<file path="config.mk">
export PLATFORM = sky130hd
export DESIGN_NAME = instr_fetch_flat
export DESIGN_NICKNAME = d
export VERILOG_FILES = /design/src/rtl/instr_fetch_pkg.sv /design/src/rtl/instr_fetch_if.sv /design/src/rtl/instr_fetch_sync_fifo.sv /design/src/rtl/instr_fetch.sv /design/src/flat_wrapper.sv
export SDC_FILE = /design/constraint.sdc
export NUM_CORES = 1
export LEC_CHECK = 0
export ABC_AREA = 1
export BUFFER_PORTS_ARGS = -buffer_cell sky130_fd_sc_hd__buf_2
export CAP_MARGIN = 30
export CORE_ASPECT_RATIO = 0.5
export CORE_MARGIN = 2
export CORE_UTILIZATION = 50
export DETAILED_ROUTE_END_ITERATION = 7
export GPL_TIMING_DRIVEN = 0
export PLACE_DENSITY = 0.71
export SLEW_MARGIN = 20
export SYNTH_ARGS = -nofsm -noshare
export SYNTH_HDL_FRONTEND = slang
export SYNTH_HIERARCHICAL = 1
export SYNTH_SLANG_ARGS = --single-unit
</file>
<file path="constraint.sdc">
create_clock -name clk -period 5.3 [get_ports clk]
set_clock_uncertainty 0.2 [all_clocks]
set_input_delay 0 -clock clk [delete_from_list [all_inputs] [get_ports clk]]
set_output_delay 0 -clock clk [all_outputs]
set_load 0.01 [all_outputs]
</file>
<file path="src/rtl/instr_fetch_pkg.sv">
// Shared fetch/decode types and constants.
package instr_fetch_pkg;

  localparam logic [31:0] RESET_PC_DEFAULT = 32'h0000_0000;
  localparam logic [31:0] NOP_INSTR        = 32'h0000_0000;

  typedef struct packed {
    logic [31:0] instr;
    logic [31:0] pc4;
  } fetch_entry_t;

  function automatic logic [31:0] align_word(input logic [31:0] addr);
    return addr & ~32'h3;
  endfunction

endpackage

</file>
<file path="src/rtl/instr_fetch_if.sv">
// Fetch-stage bus: instruction memory read port plus the decode-facing handshake.
interface instr_fetch_if;

  logic        imem_req;
  logic [31:0] imem_addr;
  logic [31:0] imem_rdata;

  logic        stall;
  logic        redirect;
  logic [31:0] redirect_pc;

  logic [31:0] instr;
  logic [31:0] pc_out;
  logic        done_out;

  modport master (
    output imem_req, imem_addr, instr, pc_out, done_out,
    input  imem_rdata, stall, redirect, redirect_pc
  );

  modport slave (
    input  imem_req, imem_addr, instr, pc_out, done_out,
    output imem_rdata, stall, redirect, redirect_pc
  );

endinterface

</file>
<file path="src/rtl/instr_fetch_sync_fifo.sv">
// Generic synchronous FIFO with flush; DEPTH must be a power of two, at least 2.
module instr_fetch_sync_fifo #(
  parameter int unsigned WIDTH = 64,
  parameter int unsigned DEPTH = 4
) (
  input  logic                         clk,
  input  logic                         rst,
  input  logic                         push,
  input  logic                         pop,
  input  logic                         flush,
  input  logic [WIDTH-1:0]             wdata,
  output logic [WIDTH-1:0]             head,
  output logic [$clog2(DEPTH+1)-1:0]   count,
  output logic                         empty,
  output logic                         full
);

  localparam int unsigned PtrW = $clog2(DEPTH);
  localparam int unsigned CntW = $clog2(DEPTH + 1);
  localparam logic [CntW-1:0] FullCnt = CntW'(DEPTH);

  logic [WIDTH-1:0] mem_q [DEPTH];
  logic [PtrW-1:0]  rd_ptr_q;
  logic [PtrW-1:0]  wr_ptr_q;
  logic [CntW-1:0]  count_q;
  logic             do_push;
  logic             do_pop;

  always_comb begin
    empty   = (count_q == '0);
    full    = (count_q == FullCnt);
    do_pop  = pop && !empty;
    // A push into a full FIFO is only legal when the head leaves in the same cycle.
    do_push = push && (!full || do_pop);
    count   = count_q;
    head    = mem_q[rd_ptr_q];
  end

  always_ff @(posedge clk) begin
    if (rst || flush) begin
      rd_ptr_q <= '0;
      wr_ptr_q <= '0;
      count_q  <= '0;
    end else begin
      if (do_push) wr_ptr_q <= wr_ptr_q + 1'b1;
      if (do_pop)  rd_ptr_q <= rd_ptr_q + 1'b1;
      unique case ({do_push, do_pop})
        2'b10:   count_q <= count_q + 1'b1;
        2'b01:   count_q <= count_q - 1'b1;
        default: count_q <= count_q;
      endcase
    end
  end

  always_ff @(posedge clk) begin
    if (do_push && !flush && !rst) mem_q[wr_ptr_q] <= wdata;
  end

endmodule

</file>
<file path="src/rtl/instr_fetch.sv">
// Fetch stage: owns the PC, issues credit-limited imem reads, buffers words for decode.
module instr_fetch
  import instr_fetch_pkg::*;
#(
  parameter logic [31:0] RESET_PC = RESET_PC_DEFAULT,
  parameter int unsigned DEPTH    = 4
) (
  input logic           clk,
  input logic           rst,
  instr_fetch_if.master bus
);

  localparam int unsigned CntW = $clog2(DEPTH + 1);
  localparam logic [CntW:0] Credits = (CntW + 1)'(DEPTH);

  logic [31:0]     fetch_pc_q;
  logic [31:0]     fetch_pc_d;
  logic            inflight_q;
  logic            discard_q;

  logic [CntW-1:0] count;
  logic            empty;
  logic            full;
  logic [CntW:0]   credits_used;
  logic            req;
  logic            push;
  logic            pop;
  logic            done;
  fetch_entry_t    wdata;
  fetch_entry_t    head;

  always_comb begin
    credits_used = {1'b0, count} + {{CntW{1'b0}}, inflight_q};
    req          = !rst && !bus.redirect && (credits_used < Credits);
    done         = !empty && !bus.redirect;
    pop          = done && !bus.stall;
    push         = inflight_q && !discard_q && !bus.redirect && (!full || pop);
    // fetch_pc_q already advanced past the in-flight word, so it equals that word's PC+4.
    wdata.instr  = bus.imem_rdata;
    wdata.pc4    = fetch_pc_q;
  end

  always_comb begin
    fetch_pc_d = fetch_pc_q;
    if (bus.redirect) begin
      fetch_pc_d = align_word(bus.redirect_pc);
    end else if (req) begin
      fetch_pc_d = fetch_pc_q + 32'd4;
    end
  end

  always_ff @(posedge clk) begin
    if (rst) begin
      fetch_pc_q <= align_word(RESET_PC);
      inflight_q <= 1'b0;
      discard_q  <= 1'b0;
    end else begin
      fetch_pc_q <= fetch_pc_d;
      inflight_q <= req;
      discard_q  <= bus.redirect;
    end
  end

  instr_fetch_sync_fifo #(
    .WIDTH ($bits(fetch_entry_t)),
    .DEPTH (DEPTH)
  ) u_fifo (
    .clk   (clk),
    .rst   (rst),
    .push  (push),
    .pop   (pop),
    .flush (bus.redirect),
    .wdata (wdata),
    .head  (head),
    .count (count),
    .empty (empty),
    .full  (full)
  );

  assign bus.imem_req  = req;
  assign bus.imem_addr = fetch_pc_q;
  assign bus.done_out  = done;
  assign bus.instr     = empty ? NOP_INSTR : head.instr;
  assign bus.pc_out    = empty ? 32'h0 : head.pc4;

endmodule
</file>
<file path="src/flat_wrapper.sv">
// flat-port wrapper written by rule: the top's interface ports become plain ports
module instr_fetch_flat import instr_fetch_pkg::*;
#(
  parameter logic [31:0] RESET_PC = RESET_PC_DEFAULT,
  parameter int unsigned DEPTH    = 4
)
  (clk, rst, bus_imem_req, bus_imem_addr, bus_instr, bus_pc_out, bus_done_out, bus_imem_rdata, bus_stall, bus_redirect, bus_redirect_pc);
  instr_fetch_if bus_i ();
  input logic clk;
  input logic rst;
  output wire logic [$bits(bus_i.imem_req)-1:0] bus_imem_req;
  output wire logic [$bits(bus_i.imem_addr)-1:0] bus_imem_addr;
  output wire logic [$bits(bus_i.instr)-1:0] bus_instr;
  output wire logic [$bits(bus_i.pc_out)-1:0] bus_pc_out;
  output wire logic [$bits(bus_i.done_out)-1:0] bus_done_out;
  input wire logic [$bits(bus_i.imem_rdata)-1:0] bus_imem_rdata;
  input wire logic [$bits(bus_i.stall)-1:0] bus_stall;
  input wire logic [$bits(bus_i.redirect)-1:0] bus_redirect;
  input wire logic [$bits(bus_i.redirect_pc)-1:0] bus_redirect_pc;
  assign bus_imem_req = bus_i.imem_req;
  assign bus_imem_addr = bus_i.imem_addr;
  assign bus_instr = bus_i.instr;
  assign bus_pc_out = bus_i.pc_out;
  assign bus_done_out = bus_i.done_out;
  assign bus_i.imem_rdata = bus_imem_rdata;
  assign bus_i.stall = bus_stall;
  assign bus_i.redirect = bus_redirect;
  assign bus_i.redirect_pc = bus_redirect_pc;
  instr_fetch #(.RESET_PC(RESET_PC), .DEPTH(DEPTH)) u_core (.clk(clk), .rst(rst), .bus(bus_i));
endmodule
</file>
-- Yosys cells after proc, flatten, opt, wreduce, memory -nomap -nowiden
Memories as Yosys holds them, arrays and structs flattened. A register that Yosys moved wholly into a read port is not among the register bits.
Cells that the tools add are included.
- output and inout bits: 98
- bits in registers: 41
- memories kept: 1
- input bits: 68
- memory bits (writable): 256
- reductions and logical operators: 24
- equal/unequal tests: 3
- add/sub/neg operators: 6
- magnitude comparators: 1
- muxes and demuxes: 9
- memory list (name ; depth ; width ; read ports ; clocked after Yosys merged registers in ; wr ports ; line ; RTL):
    u_core.u_fifo.mem_q ; 4 ; 64 ; 1 ; 1 ; 1 ; instr_fetch_sync_fifo.sv:22 ; logic [WIDTH-1:0] mem_q [DEPTH];
- operator list (kind ; number):
    two-way mux 32 bit ; 4
    adder 32 x 3 -> 32 bit, second input constant ; 1
    logical AND 1 bit ; 11
    logical NOT 1 bit ; 6
    case mux 3 bit (2 select lines) ; 1
    adder 2 x 1 -> 2 bit, second input constant ; 2
    adder 3 x 1 -> 4 bit ; 1
    < comparator 4 x 3 -> 1 bit, second input constant ; 1
    two-way mux 2 bit ; 2
    nonzero test 2 bit ; 2
    adder 3 x 1 -> 3 bit, second input constant ; 1
    == test 3 bit, second input constant ; 1
    logical NOT 3 bit ; 1
    logical OR 1 bit ; 3
    subtractor 3 x 1 -> 3 bit, second input constant ; 1
    == test 2 x 1 -> 1 bit, second input constant ; 1
    == test 2 bit, second input constant ; 1
    two-way mux 1 bit ; 2
    OR reduction 2 bit ; 1

-- Depth between registers and ports, before layout
Gate-level depths: netlist of run 1.
- depth in word-level cells: 11
- gate-level depth with buffers: 14

-- Cells and area by module
The synthesis of run 1 kept the hierarchy.
- by module, submodules not included (module ; cells an instance ; area each (um^2) ; sequential area each (um^2) ; times used):
    instr_fetch_sync_fifo ; 687 ; 9975.8 ; 7867.5 ; 1
    instr_fetch ; 488 ; 2792.7 ; 640.6 ; 1

-- Worst setup path before layout of run 1
OpenSTA, ideal clock, no wires.
- path type: register to register
- start point: register u_core.u_fifo.count_q[1], in the netlist u_core/u_fifo/count[1]
- end point: memory u_core.u_fifo.mem_q[0][0], enable pin
- data required time: 4.613 ns
- buffers on the path: 0
- stages on the path, launching flop included: 9
- path slack: 0.608 ns
- arrival: 4.006 ns
- setup time: 0.487 ns
- path through: dfxtp_1 -> nor2_2 -> nand2_1 -> inv_1 -> nor2_1 -> nand2_1 -> a21oi_1 -> nand3_1 -> nor2_1
- longest elaborated chain between the ends: 11
- RTL lines (element ; line ; RTL):
    start: declaration ; instr_fetch_sync_fifo.sv:25 ; logic [CntW-1:0] count_q;
    start signal: assignment ; instr_fetch_sync_fifo.sv:48 ; 2'b10: count_q <= count_q + 1'b1;
    start signal: assignment ; instr_fetch_sync_fifo.sv:49 ; 2'b01: count_q <= count_q - 1'b1;
    start signal: assignment ; instr_fetch_sync_fifo.sv:50 ; default: count_q <= count_q;
    logical NOT 3 bit ; instr_fetch_sync_fifo.sv:30 ; empty = (count_q == '0);
    net u_core.empty ; instr_fetch.sv:22 ; logic empty;
    logical NOT 1 bit ; instr_fetch.sv:35 ; done = !empty && !bus.redirect;
    logical AND 1 bit ; instr_fetch.sv:35 ;
    net bus_done_out ; flat_wrapper.sv:15 ; output wire logic [$bits(bus_i.done_out)-1:0] bus_done_out;
    logical AND 1 bit ; instr_fetch.sv:36 ; pop = done && !bus.stall;
    logical OR 1 bit ; instr_fetch.sv:37 ; push = inflight_q && !discard_q && !bus.redirect && (!full || pop);
    logical AND 1 bit ; instr_fetch.sv:37 ;
    net u_core.push ; instr_fetch.sv:26 ; logic push;
    logical AND 1 bit ; instr_fetch_sync_fifo.sv:34 ; do_push = push && (!full || do_pop);
    logical AND 1 bit (2 in a row) ; instr_fetch_sync_fifo.sv:56 ; if (do_push && !flush && !rst) mem_q[wr_ptr_q] <= wdata;
    two-way mux 1 bit ; instr_fetch_sync_fifo.sv:56 ;
    two-way mux 1 bit (not written as such) ; instr_fetch_sync_fifo.sv:56 ;
    end: declaration ; instr_fetch_sync_fifo.sv:22 ;
The timed path passes the listed nets, and every way through them passes these cells.

-- Worst setup path in the final report of run 1
- start point: register u_core.u_fifo.count_q[1], in the netlist u_core/u_fifo/count[1]
- end point: register u_core.u_fifo.count_q[2], in the netlist u_core/u_fifo/count[2]
- longest elaborated chain between the ends: 9
- RTL lines (element ; line ; RTL):
    logical NOT 3 bit * ; instr_fetch_sync_fifo.sv:30 ;
    net u_core.empty ; instr_fetch.sv:22 ;
    logical NOT 1 bit * ; instr_fetch.sv:35 ;
    logical AND 1 bit * ; instr_fetch.sv:35 ;
    logical AND 1 bit * ; instr_fetch.sv:36 ;
    logical OR 1 bit * ; instr_fetch.sv:37 ;
    logical AND 1 bit * ; instr_fetch.sv:37 ;
    net u_core.push ; instr_fetch.sv:26 ;
    logical AND 1 bit * ; instr_fetch_sync_fifo.sv:34 ;
    == test 2 x 1 -> 1 bit / == test 2 bit (equally long branches) ; instr_fetch_sync_fifo.sv:47 ; unique case ({do_push, do_pop})
    case mux 3 bit (2 select lines) / nonzero test 2 bit (equally long branches) ; - ;
The timed path passes the listed nets; every way through them passes the cells marked *.
A chain may end at the register's enable or synchronous reset.

==> metrics.md, run 1 <==
| Metric | Value |
|---|---|
| Crit end category | `flop` |
| Final count of negative-setup-slack endpoints | `0` |
| Max-cap violations | `0` |
| Routed len/inst | `18.43 um` |
| Die area | `0.02691 mm2` |
| GPL Wtd Cong | `0.8883` |
| Critical path launch point type | `flop` |
| Area Growth Syn to Fin | `28.15%` |
| Clock Sinks | `297` |
| Buffers on Ports | `161` |
| Num CTS Buffers | `27` |
| Max-slew violations | `0` |
| Root Driver | `clkbuf_16` |
| CP Data Arrival Time | `3710 ps` |
| WHS Endpoint | `u_core/u_fifo/mem_q[1][42]` |
| Worst Path Required | `5580 ps` |
| Starting Density | `50.80%` |
| Initial antenna violation count | `0` |
| Netlist cell types | `36` |
| Hold path depth | `2` |
| Via Count | `10,050` |
| Ant. Diodes | `0` |
| Final Hold Fails | `0` |
| Design Power | `5.022 mW` |
| Post-synth top area share | `60.21%` |
| Worst skew pair latency | `540 ps` |
| Hold Path Class | `in -> reg` |
| CTS tree | `yes` |
| First-pass GRT wire length | `51.60 mm` |
| Crit path cell chain | `nor2_2 -> nand2_1 -> inv_1 -> nor2_1 -> nand2_1 -> a21oi_1 -> inv_1 -> nand3_1 -> fa_1 -> inv_1 -> nand4_1 -> nand3_1 -> nand2_1 -> dlygate4sd3_1 -> nor2_1 -> dlygate4sd3_1` |
| R2R depth | `16` |
| Vias in the first global route | `9,784` |
| Cells after Synth | `1,175` |
| Status | `finished clean` |
| HPWL after DPL | `21.43 mm` |
| Sequential area share after synthesis | `66.63%` |
| Commonest non-fill, non-tap cell in the layout | `edfxtp_1` |
| Max Fclk | `0.2916 GHz` |
| Nets | `1,561` |
| Area leader, netlist | `edfxtp_1` |
| Clock transition at the registers of the reported paths | `70 ps` |
| Reg2reg end | `u_core/u_fifo/count[2]` |
| H-tree Lvls | `1` |
| CP max-delay cell | `dlygate4sd3_1` |
| Gr usage total | `24.81%` |
| Crit Path Category | `reg -> reg` |
| Mapped cell area | `0.01277 mm2` |
| Largest net degree at the start of global routing | `24` |
| Die Ht | `117 um` |
| Post-DRT Antenna Nets | `0` |
| Synthesized flop and latch total | `297` |
| Io pins | `166` |
| Final Util | `65.10%` |
| Final wirelength | `34.11 mm` |
| R2r setup slk | `1870 ps` |
| Vias per inst | `5.429` |
| DIE WIDTH | `230.0 um` |
| Row Count | `41` |
| Worst R2R Start | `u_core/u_fifo/count[1]` |
| Final cell count without fillers | `1,851` |
| Grt ovf | `0` |
| P_leak | `6.377 nW` |
| Pre-antenna DRT Iters | `5` |
| Layout cells sized above 1 | `18.85%` |
| Top cells by area, synth | `edfxtp_1, nor2_1, dfxtp_1, inv_1, nand2_1` |
| Core Region | `0.02514 mm2` |
| Placed insts | `1,700` |
| Worst path max stage delay | `570 ps` |
| Post-CTS Setup Inserts | `0` |
| Slew @ Worst Pin | `880.3 ps` |
| Avg Cell Area, Syn | `10.87 um2` |
| Minimum clock period | `3430 ps` |
| DRC errors left | `0` |
| Rel. slew slack | `41.31%` |
| Clock Path Buffers | `3` |
| Synth warn | `6` |
| Crit path max-delay family | `buffers and inverters` |
| Worst vdd ir | `0.2146 mV` |
| Most frequent cells in the layout | `edfxtp_1, nor2_1, buf_2, inv_1, nand2_1` |
| Final Cycle Share | `64.71%` |
| Min-delay src | `bus_imem_rdata[10]` |
| DRT iter0 DRCs | `962` |
| Buf/Inv on CP | `5` |
| CP Max Fanout | `5` |
| RSZ-0062 raised after global routing | `no` |
| # resized after CTS | `0` |
| PD cells | `306.9 mW/mm2` |
how the worst max path moves through the flow:
stage | slack [ps] | cells past startpoint | start | end
2_1_floorplan | 610 | 8 | u_core/u_fifo/count[1] | u_core/u_fifo/mem_q[0][0]
3_3_place_gp | -1510 | 8 | u_core/u_fifo/count[1] | u_core/u_fifo/mem_q[3][43]
3_5_place_dp | 2060 | 10 | u_core/u_fifo/count[1] | u_core/u_fifo/mem_q[1][41]
4_1_cts | 1970 | 16 | u_core/u_fifo/count[1] | u_core/u_fifo/count[2]
5_1_grt | 1600 | 16 | u_core/u_fifo/count[1] | u_core/u_fifo/count[2]
6_report | 1870 | 16 | u_core/u_fifo/count[1] | u_core/u_fifo/count[2]
metal layers:
layer	vias to the layer above	track usage, %	part of all wire [%]
met5	-	0	0
met4	0	7.441	2.5
met3	69	3.803	7.5
met2	467	42.91	48
met1	4828	33.06	42
li1	4686	-	-
registers in the layout, indices dropped and copies added (netlist names), named ones only:
signal	cells
u_core/bus.imem_addr	30
u_core/discard_q	1
u_core/inflight_q	1
u_core/u_fifo/count	3
u_core/u_fifo/mem_q	256
u_core/u_fifo/rd_ptr_q	2
u_core/u_fifo/wr_ptr_q	2
worst register-to-register path: cells and delay by family (launching register included):
kind | cells | cell delay [ps]
compound gates | 1 | 140
fa+ha+maj | 1 | 420
buf+inv | 5 | 1390
simple gates | 9 | 880
flops | 1 | 340
metrics by stage:
step                      TNS (ps)  setup slack [ps]  hold slack (ps)  cell area, um2
after CTS                        0              1969            2.260           16360
after detailed placement         0              2060            15.48           14340
final                            0              1870            20.84           16360
after global placement     -349840             -1507            10.25           14040
after global routing             0              1600            16.87           16360
after floorplan                  0             607.6           -101.1           12800
cells in the mapped netlist, drive strengths merged:
cell type and number:
a21oi 31, a22oi 23, a31oi 4, and2 3
buf 26, clkbuf 35, clkinv 2, conb 1
dfxtp 41, edfxtp 256, fa 1, ha 5
inv 117, nand2 117, nand3 47, nand4 4
nor2 253, o211ai 2, o21ai 135, o21bai 2
o22ai 64, or2 2, xnor2 2, xor2 2
repair_timing:
action,4_1_cts,5_1_grt
endpoints found under the hold margin,169,0
setup endpoints to repair,0,0
hold buffers,102,0
area by class of cell:
class | instances | area, um2
fill | 1921 | 8773
multi-input combinational | 707 | 3456
inverter | 119 | 446.7
buffer | 61 | 421.7
tap | 344 | 430.4
sequential | 297 | 8508
clock buffer | 34 | 763.2
clock inverter | 15 | 237.7
timing repair buffer | 274 | 2100
report_power, final:
| part | internal (mW) | switching [mW] | total (mW) |
|---|---|---|---|
| Sequential | 2.56 | 0.0497 | 2.61 |
| Combinational | 0.125 | 0.124 | 0.249 |
| Clock | 1.31 | 0.851 | 2.16 |
logic make-up (layout without fill, tap and decap cells):
logic type / Yosys count / in the layout / share of synthesized area [%]
buffers and inverters: 180 / 503 / 6.800
flip-flops: 297 / 297 / 66.63
other: 1 / 10 / 0.02937
XOR/XNOR: 4 / 4 / 0.2744
AND/OR/NAND/NOR: 426 / 426 / 14.16
adder cells (fa/ha/maj): 6 / 6 / 0.6467
AO/OA/AOI/OAI: 261 / 261 / 11.45
(Power assumes the default switching activity.)
==> run 2: changes to the inputs <==
Settings changed: PLACE_DENSITY 0.71 to 0.73.
Clock period 5.3 ns to 2.88 ns, I/O delays scaled along.
==> run 2 against run 1 <==
Compared with the run above: maximum frequency grew 24%; die area stayed put; total power grew 72%.
==> metrics.md, run 2 (same netlist as run 1, synthesis figures left out) <==
| Metric | Value |
|---|---|
| Comb power frac | `5.4% (+0.4 points)` |
| DRC errors left | `0 (unchanged)` |
| Largest register FFs | `256 (unchanged)` |
| M1 WL | `13.93 mm (-2.6%)` |
| Die Ht | `117 um (unchanged)` |
| Min-delay src | `bus_imem_rdata[0]` |
| Largest Register | `u_core/u_fifo/mem_q` |
| Critical path launch point type | `flop` |
| WHS Endpoint | `u_core/u_fifo/mem_q[2][32]` |
| Metal3 WL | `2.570 mm (+0.74%)` |
| Rel. slew slack | `49.20% (+7.9 points)` |
| Crit path launch | `u_core/u_fifo/count[0]` |
| DIE WIDTH | `230.0 um (unchanged)` |
| Crit Path Category | `reg -> reg` |
| Hold Path Class | `in -> reg` |
| Die area | `0.02691 mm2 (unchanged)` |
| Buffers on Ports | `161 (unchanged)` |
| Worst skew pair latency | `540 ps (about the same)` |
| Post-DRT Antenna Nets | `0 (unchanged)` |
| Gr usage total | `24.40% (-0.41 points)` |
| Vias per inst | `5.405 (-0.46%)` |
| Final Cycle Share | `96.37% (+32 points)` |
| DR WL met2 | `16.36 mm (-0.35%)` |
| Worst vdd ir | `0.3714 mV (+73%)` |
| Slew @ Worst Pin | `760.2 ps (-120.1 ps)` |
| Routed len/inst | `18.19 um (-1.3%)` |
| Sw Share | `21.49% (+1.1 points)` |
| Clock Sinks | `297 (unchanged)` |
| Final Instance Area | `0.01625 mm2 (-0.71%)` |
| Status | `finished clean` |
| GPL Wtd Cong | `0.8653 (-2.6%)` |
| Max Fclk | `0.3603 GHz (+24%)` |
| Pre-antenna DRT Iters | `5 (unchanged)` |
| CP Max Fanout | `10 (+5)` |
| Crit end category | `flop` |
| Top sig layer | `met4` |
| Minimum clock period | `2775 ps (-654.2 ps)` |
| Core Region | `0.02514 mm2 (unchanged)` |
| H-tree Lvls | `1 (unchanged)` |
| Initial antenna violation count | `0 (unchanged)` |
| Root Driver | `clkbuf_16` |
| P_sw | `1.852 mW (+81%)` |
| DRT iter0 DRCs | `1,030 (+7.1%)` |
| Max-slew violations | `0 (unchanged)` |
| Clk network pwr share | `38.9% (-4.2 points)` |
| Io pins | `166 (unchanged)` |
| Row Count | `41 (unchanged)` |
| Vias in the first global route | `9,731 (-0.54%)` |
| Final wirelength | `33.81 mm (-0.88%)` |
| Most frequent cells in the layout | `edfxtp_1, nor2_1, buf_2, inv_1, nand2_1` |
| Share of power burned in registers | `55.7% (+3.8 points)` |
| Via Count | `10,050 (-0.030%)` |
| First-pass GRT wire length | `50.89 mm (-1.4%)` |
| RSZ-0062 raised after global routing | `no` |
| Final Hold Fails | `0 (unchanged)` |
| Layout cells sized above 1 | `19.02% (+0.18 points)` |
| Clock transition at the registers of the reported paths | `70 ps (about the same)` |
| Grt ovf | `0 (unchanged)` |
| Starting Density | `50.80% (unchanged)` |
| Nets | `1,567 (+0.38%)` |
| Final count of negative-setup-slack endpoints | `0 (unchanged)` |
| PD cells | `530.5 mW/mm2 (+73%)` |
| Area Growth Syn to Fin | `27.24%` |
| CP Data Arrival Time | `3050 ps (-660 ps)` |
| HPWL after DPL | `21.48 mm (+0.24%)` |
| Largest net degree at the start of global routing | `24 (unchanged)` |
| Max-cap violations | `0 (unchanged)` |
| Num CTS Buffers | `27 (unchanged)` |
| DP Area | `0.01437 mm2 (+0.18%)` |
| Cell Int Power | `6.767 mW (+69%)` |
| P_leak | `6.324 nW (-0.84%)` |
| Reg2reg end | `u_core/bus.imem_addr[30]` |
| Worst R2R Start | `u_core/u_fifo/count[0]` |
| Hold path depth | `2 (unchanged)` |
| R2R depth | `9 (-7)` |
| R2r setup slk | `100 ps (-1770 ps)` |
| Worst Path Required | `3160 ps (-2420 ps)` |
| CTS tree | `yes` |
| Final Util | `64.63% (-0.46 points)` |
| Clock Path Buffers | `3 (unchanged)` |
| Commonest non-fill, non-tap cell in the layout | `edfxtp_1` |
| Setup TNS | `0 ps (unchanged)` |
## run 2: cell count changes in the layout (fill, tap and decap cells not counted), moves of 3 or more
cell / previous run / this run
buf_4: 8 / 17
bufinv_16: 6 / 1
clkbuf_1: 31 / 37
clkbuf_8: 7 / 3
clkinv_1: 4 / 10
dlygate4sd3_1: 102 / 99
## run 2: layout make-up
class / instances / area [um2]
multi-input combinational: 707 / 3490
sequential: 297 / 8509
timing repair buffer: 280 / 2137
tap: 344 / 430.4
buffer: 61 / 422.9
clock buffer: 36 / 709.4
fill: 1919 / 8890
antenna: 1 / 2.502
inverter: 119 / 446.7
clock inverter: 14 / 98.84
## run 2: worst max path at each step
stage,to,slack (ps),cells after the start
CTS,u_core/u_fifo/mem_q[3][27],80,12
global placement,u_core/u_fifo/mem_q[0][42],-710,10
detailed placement,u_core/u_fifo/mem_q[3][34],90,12
finish,u_core/bus.imem_addr[30],100,9
floorplan,u_core/u_fifo/mem_q[0][0],40,10
global route,u_core/u_fifo/count[1],5,13
## run 2: critical path, cell delays in order (launching register included)
cell	delay [ps]
dfxtp_1	390
nand3_1	110
nand3_2	160
nand2_2	120
inv_2	200
buf_6	180
a22oi_1	70
dlygate4sd3_1	570
a21oi_1	150
dlygate4sd3_1	560
## run 2: through the flow
stage	worst slack (ps)	hold WS, ps	total power [mW]	std cells
after detailed placement	88.23	15.07	5.227	1700
after CTS	84.33	0.2711	8.646	1849
after global routing	5.232	15.48	8.882	1858
after global placement	-711.7	10.14	5.210	1689
after floorplan	35.95	-101.1	5.032	1184
final	104.6	13.09	8.619	1859
## run 2: what timing repair did
item	CTS	global route
hold buffers	99	0
hold endpoints to repair	174	0
pin swaps	0	2
gates resized for setup	1	3
endpoints found under the setup margin	21	20
buffers inserted	0	9
## run 2: metal layers
metal	GRT usage (%)	up-vias
met4	8.129	0
li1	-	4702
met1	31.74	4805
met2	42.61	449
met3	3.973	91
met5	0	-
## run 2: power by group through the flow
stage / clock, mW / sequential [mW] / combinational [mW]
after floorplan: 0 / 4.87 / 0.164
after global placement: 0 / 4.89 / 0.323
after detailed placement: 0 / 4.89 / 0.336
after CTS: 3.40 / 4.80 / 0.450
after global routing: 3.57 / 4.81 / 0.500
final: 3.35 / 4.80 / 0.463
==> run 3: changes to the inputs <==
Settings changed: CELL_PAD_IN_SITES_DETAIL_PLACEMENT from default to 2, CELL_PAD_IN_SITES_GLOBAL_PLACEMENT from default to 2, CORE_UTILIZATION 50 to 34, PLACE_DENSITY 0.73 to 0.76.
==> run 3 against run 2 <==
Compared with the run above: combinational power is 15% higher; cell count is 9.7% higher; total power is 10% higher; hold slack hardly changed; flip-flop and latch count stayed put; final area is 4.4% higher; setup slack worse by 31 ps; maximum frequency is 1.1% lower; clock power is 24% higher; critical path type unchanged; largest cell class unchanged; highest routed layer is now met5.
==> metrics.md, run 3 (same netlist as run 1, synthesis figures left out) <==
| Metric | Value |
|---|---|
| Status | `finished clean` |
| First-pass GRT wire length | `77.63 mm (+53%)` |
| Final count of negative-setup-slack endpoints | `0 (unchanged)` |
| Cell mode on critical path | `nand2_1` |
| Row Count | `50 (+22%)` |
| Largest register FFs | `256 (unchanged)` |
| CP Max Fanout | `11 (+1)` |
| Share of power burned in registers | `50.7% (-5.0 points)` |
| Max-cap violations | `0 (unchanged)` |
| Via Count | `10,820 (+7.7%)` |
| GPL Wtd Cong | `0.7721 (-11%)` |
| Area Growth Syn to Fin | `32.88%` |
| CTS tree | `yes` |
| Layout cells sized above 1 | `20.85% (+1.8 points)` |
| Commonest non-fill, non-tap cell in the layout | `edfxtp_1` |
| CP Data Arrival Time | `3130 ps (+80 ps)` |
| Num CTS Buffers | `30 (+11%)` |
| Sw Share | `23.91% (+2.4 points)` |
| Post-DRT Antenna Nets | `0 (unchanged)` |
| Worst path max stage delay | `650 ps (+80 ps)` |
| Final Instance Area | `0.01697 mm2 (+4.4%)` |
| Routed len/inst | `25.59 um (+41%)` |
| Buffers on Ports | `161 (unchanged)` |
| Crit path cell chain | `nand2_1 -> nor2_1 -> nand2_1 -> nor2_1 -> nand2_1 -> nand2_1 -> nand3_1 -> a21oi_1 -> dlygate4sd3_1` |
| Starting Density | `34.30% (-16 points)` |
| Setup TNS | `0 ps (unchanged)` |
| Die Ht | `141.0 um (+21%)` |
| Worst vdd ir | `0.5806 mV (+56%)` |
| Final wirelength | `52.21 mm (+54%)` |
| P_leak | `6.570 nW (+3.9%)` |
| Nets | `1,594 (+1.7%)` |
| Hold Slack | `13.17 ps (+0.07910 ps)` |
| Initial antenna violation count | `4 (+4)` |
| Final Cycle Share | `97.46% (+1.1 points)` |
| DIE WIDTH | `278.1 um (+21%)` |
| Crit Path Category | `reg -> reg` |
| Max Fclk | `0.3563 GHz (-1.1%)` |
| Gr usage total | `26.27% (+1.9 points)` |
| Largest Register | `u_core/u_fifo/mem_q` |
| Largest net degree at the start of global routing | `23 (-4.2%)` |
| Worst skew pair latency | `580 ps (+40 ps)` |
| Max-slew violations | `0 (unchanged)` |
| FILL cells | `3,796 (+98%)` |
| Pre-antenna DRT Iters | `5 (unchanged)` |
| Crit end category | `flop` |
| Final cell count without fillers | `2,040 (+9.7%)` |
| DRT iter0 DRCs | `827 (-20%)` |
| Critical path launch point type | `flop` |
| PD cells | `559.7 mW/mm2 (+5.5%)` |
| Core Region | `0.03722 mm2 (+48%)` |
| Vias in the first global route | `12,050 (+24%)` |
| Comb power frac | `5.6% (+0.2 points)` |
| Root Driver | `clkbuf_16` |
| DRC errors left | `0 (unchanged)` |
| Rel. slew slack | `51.67% (+2.5 points)` |
| H-tree Lvls | `1 (unchanged)` |
| Slew @ Worst Pin | `722.4 ps (-37.86 ps)` |
| P_sw | `2.271 mW (+23%)` |
| Placed insts | `1,852 (+8.9%)` |
| Clock Path Buffers | `3 (unchanged)` |
| Vias per inst | `5.304 (-1.9%)` |
| Clock transition at the registers of the reported paths | `80 ps (about the same)` |
| Io pins | `166 (unchanged)` |
| Hold Path Class | `in -> reg` |
| Most frequent cells in the layout | `edfxtp_1, nor2_1, buf_2, dlygate4sd3_1, inv_1` |
| Final Hold Fails | `0 (unchanged)` |
| HPWL after DPL | `30.28 mm (+41%)` |
| Cell Int Power | `7.225 mW (+6.8%)` |
| Worst Path Required | `3200 ps (+40 ps)` |
| DP Area | `0.01461 mm2 (+1.7%)` |
| CP max-delay cell | `dfxtp_1` |
| Clock Sinks | `297 (unchanged)` |
| Die area | `0.03921 mm2 (+46%)` |
| Clk network pwr share | `43.7% (+4.8 points)` |
| DP Worst Slack | `-233.8 ps (-322.0 ps)` |
| Grt ovf | `0 (unchanged)` |
| Final setup margin | `73.24 ps (-31.33 ps)` |
| Minimum clock period | `2807 ps (+31.33 ps)` |
==> run 3: changes by cell type in the layout (fill, tap and decap cells not counted), sizes merged <==
cell         previous run  this run
dlygate4sd3            99       120
clkinv                 12        16
buf                   207       210
clkinvlp                1         4
bufinv                  1         3
clkbuf                 71        69
diode                   1         2
inv                   119       118
==> run 3: path summary, 6_finish.rpt <==
check | from | slack, ps | end | cells past startpoint
worst max-delay path | u_core/bus.imem_addr[18] | 70 | u_core/bus.imem_addr[27] | 9
worst min-delay path | bus_imem_rdata[15] | 10 | u_core/u_fifo/mem_q[3][47] | 2
worst max register to register | u_core/bus.imem_addr[18] | 70 | u_core/bus.imem_addr[27] | 9
worst min register to register | u_core/u_fifo/count[1] | 330 | u_core/u_fifo/count[1] | 2
==> run 3: cell type report <==
type / instances / area (um2) / area share (%)
Timing Repair Buffer: 304 / 2435 / 14.35
Tap cell: 494 / 618.1 / 3.643
Sequential cell: 297 / 8517 / 50.20
Clock buffer: 34 / 795.8 / 4.690
Clock inverter: 22 / 205.2 / 1.209
Antenna cell: 2 / 5.005 / 0.02950
Buffer: 61 / 430.4 / 2.537
Inverter: 119 / 455.4 / 2.684
Multi-Input combinational cell: 707 / 3505 / 20.66
==> run 3: worst max-delay path, delay by kind of cell, from the launching register on <==
kind	cells	cell delay, ps
DFF	1	650
and+or+nand+nor	7	1140
buffers and inverters	1	590
AOI/OAI and AO/OA	1	160
==> run 3: through the flow <==
step / utilization (%) / power (mW)
after CTS: 45.28 / 9.406
final: 45.58 / 9.496
after detailed placement: 39.25 / 5.265
after global routing: 45.58 / 9.731
after floorplan: - / 5.032
after global placement: 38.37 / 5.231
==> run 3: layer usage <==
| metal | vias to the layer above | wire length [um] | global-route usage (%) |
|---|---|---|---|
| li1 | 4762 | - | - |
| met1 | 5609 | 20960 | 31.59 |
| met2 | 353 | 27290 | 48.62 |
| met3 | 94 | 2327 | 3.596 |
| met4 | 2 | 1619 | 8.819 |
| met5 | - | 13 | 0 |
==> run 3: repair_timing <==
item,in CTS,in global routing
hold endpoints to repair,169,1
gates cloned,0,0
endpoints found under the setup margin,149,94
gates resized for setup,1,27
hold buffers,119,1
pin swaps,3,2
buffers inserted,5,5
==> run 3: power by group through the flow <==
| stage | combinational, mW | sequential, mW | clock [mW] |
|---|---|---|---|
| 6_report | 0.533 | 4.82 | 4.15 |
| 5_1_grt | 0.570 | 4.82 | 4.34 |
| 4_1_cts | 0.498 | 4.81 | 4.10 |
| 3_5_place_dp | 0.360 | 4.90 | 0 |
| 3_3_place_gp | 0.335 | 4.90 | 0 |
| 2_1_floorplan | 0.164 | 4.87 | 0 |
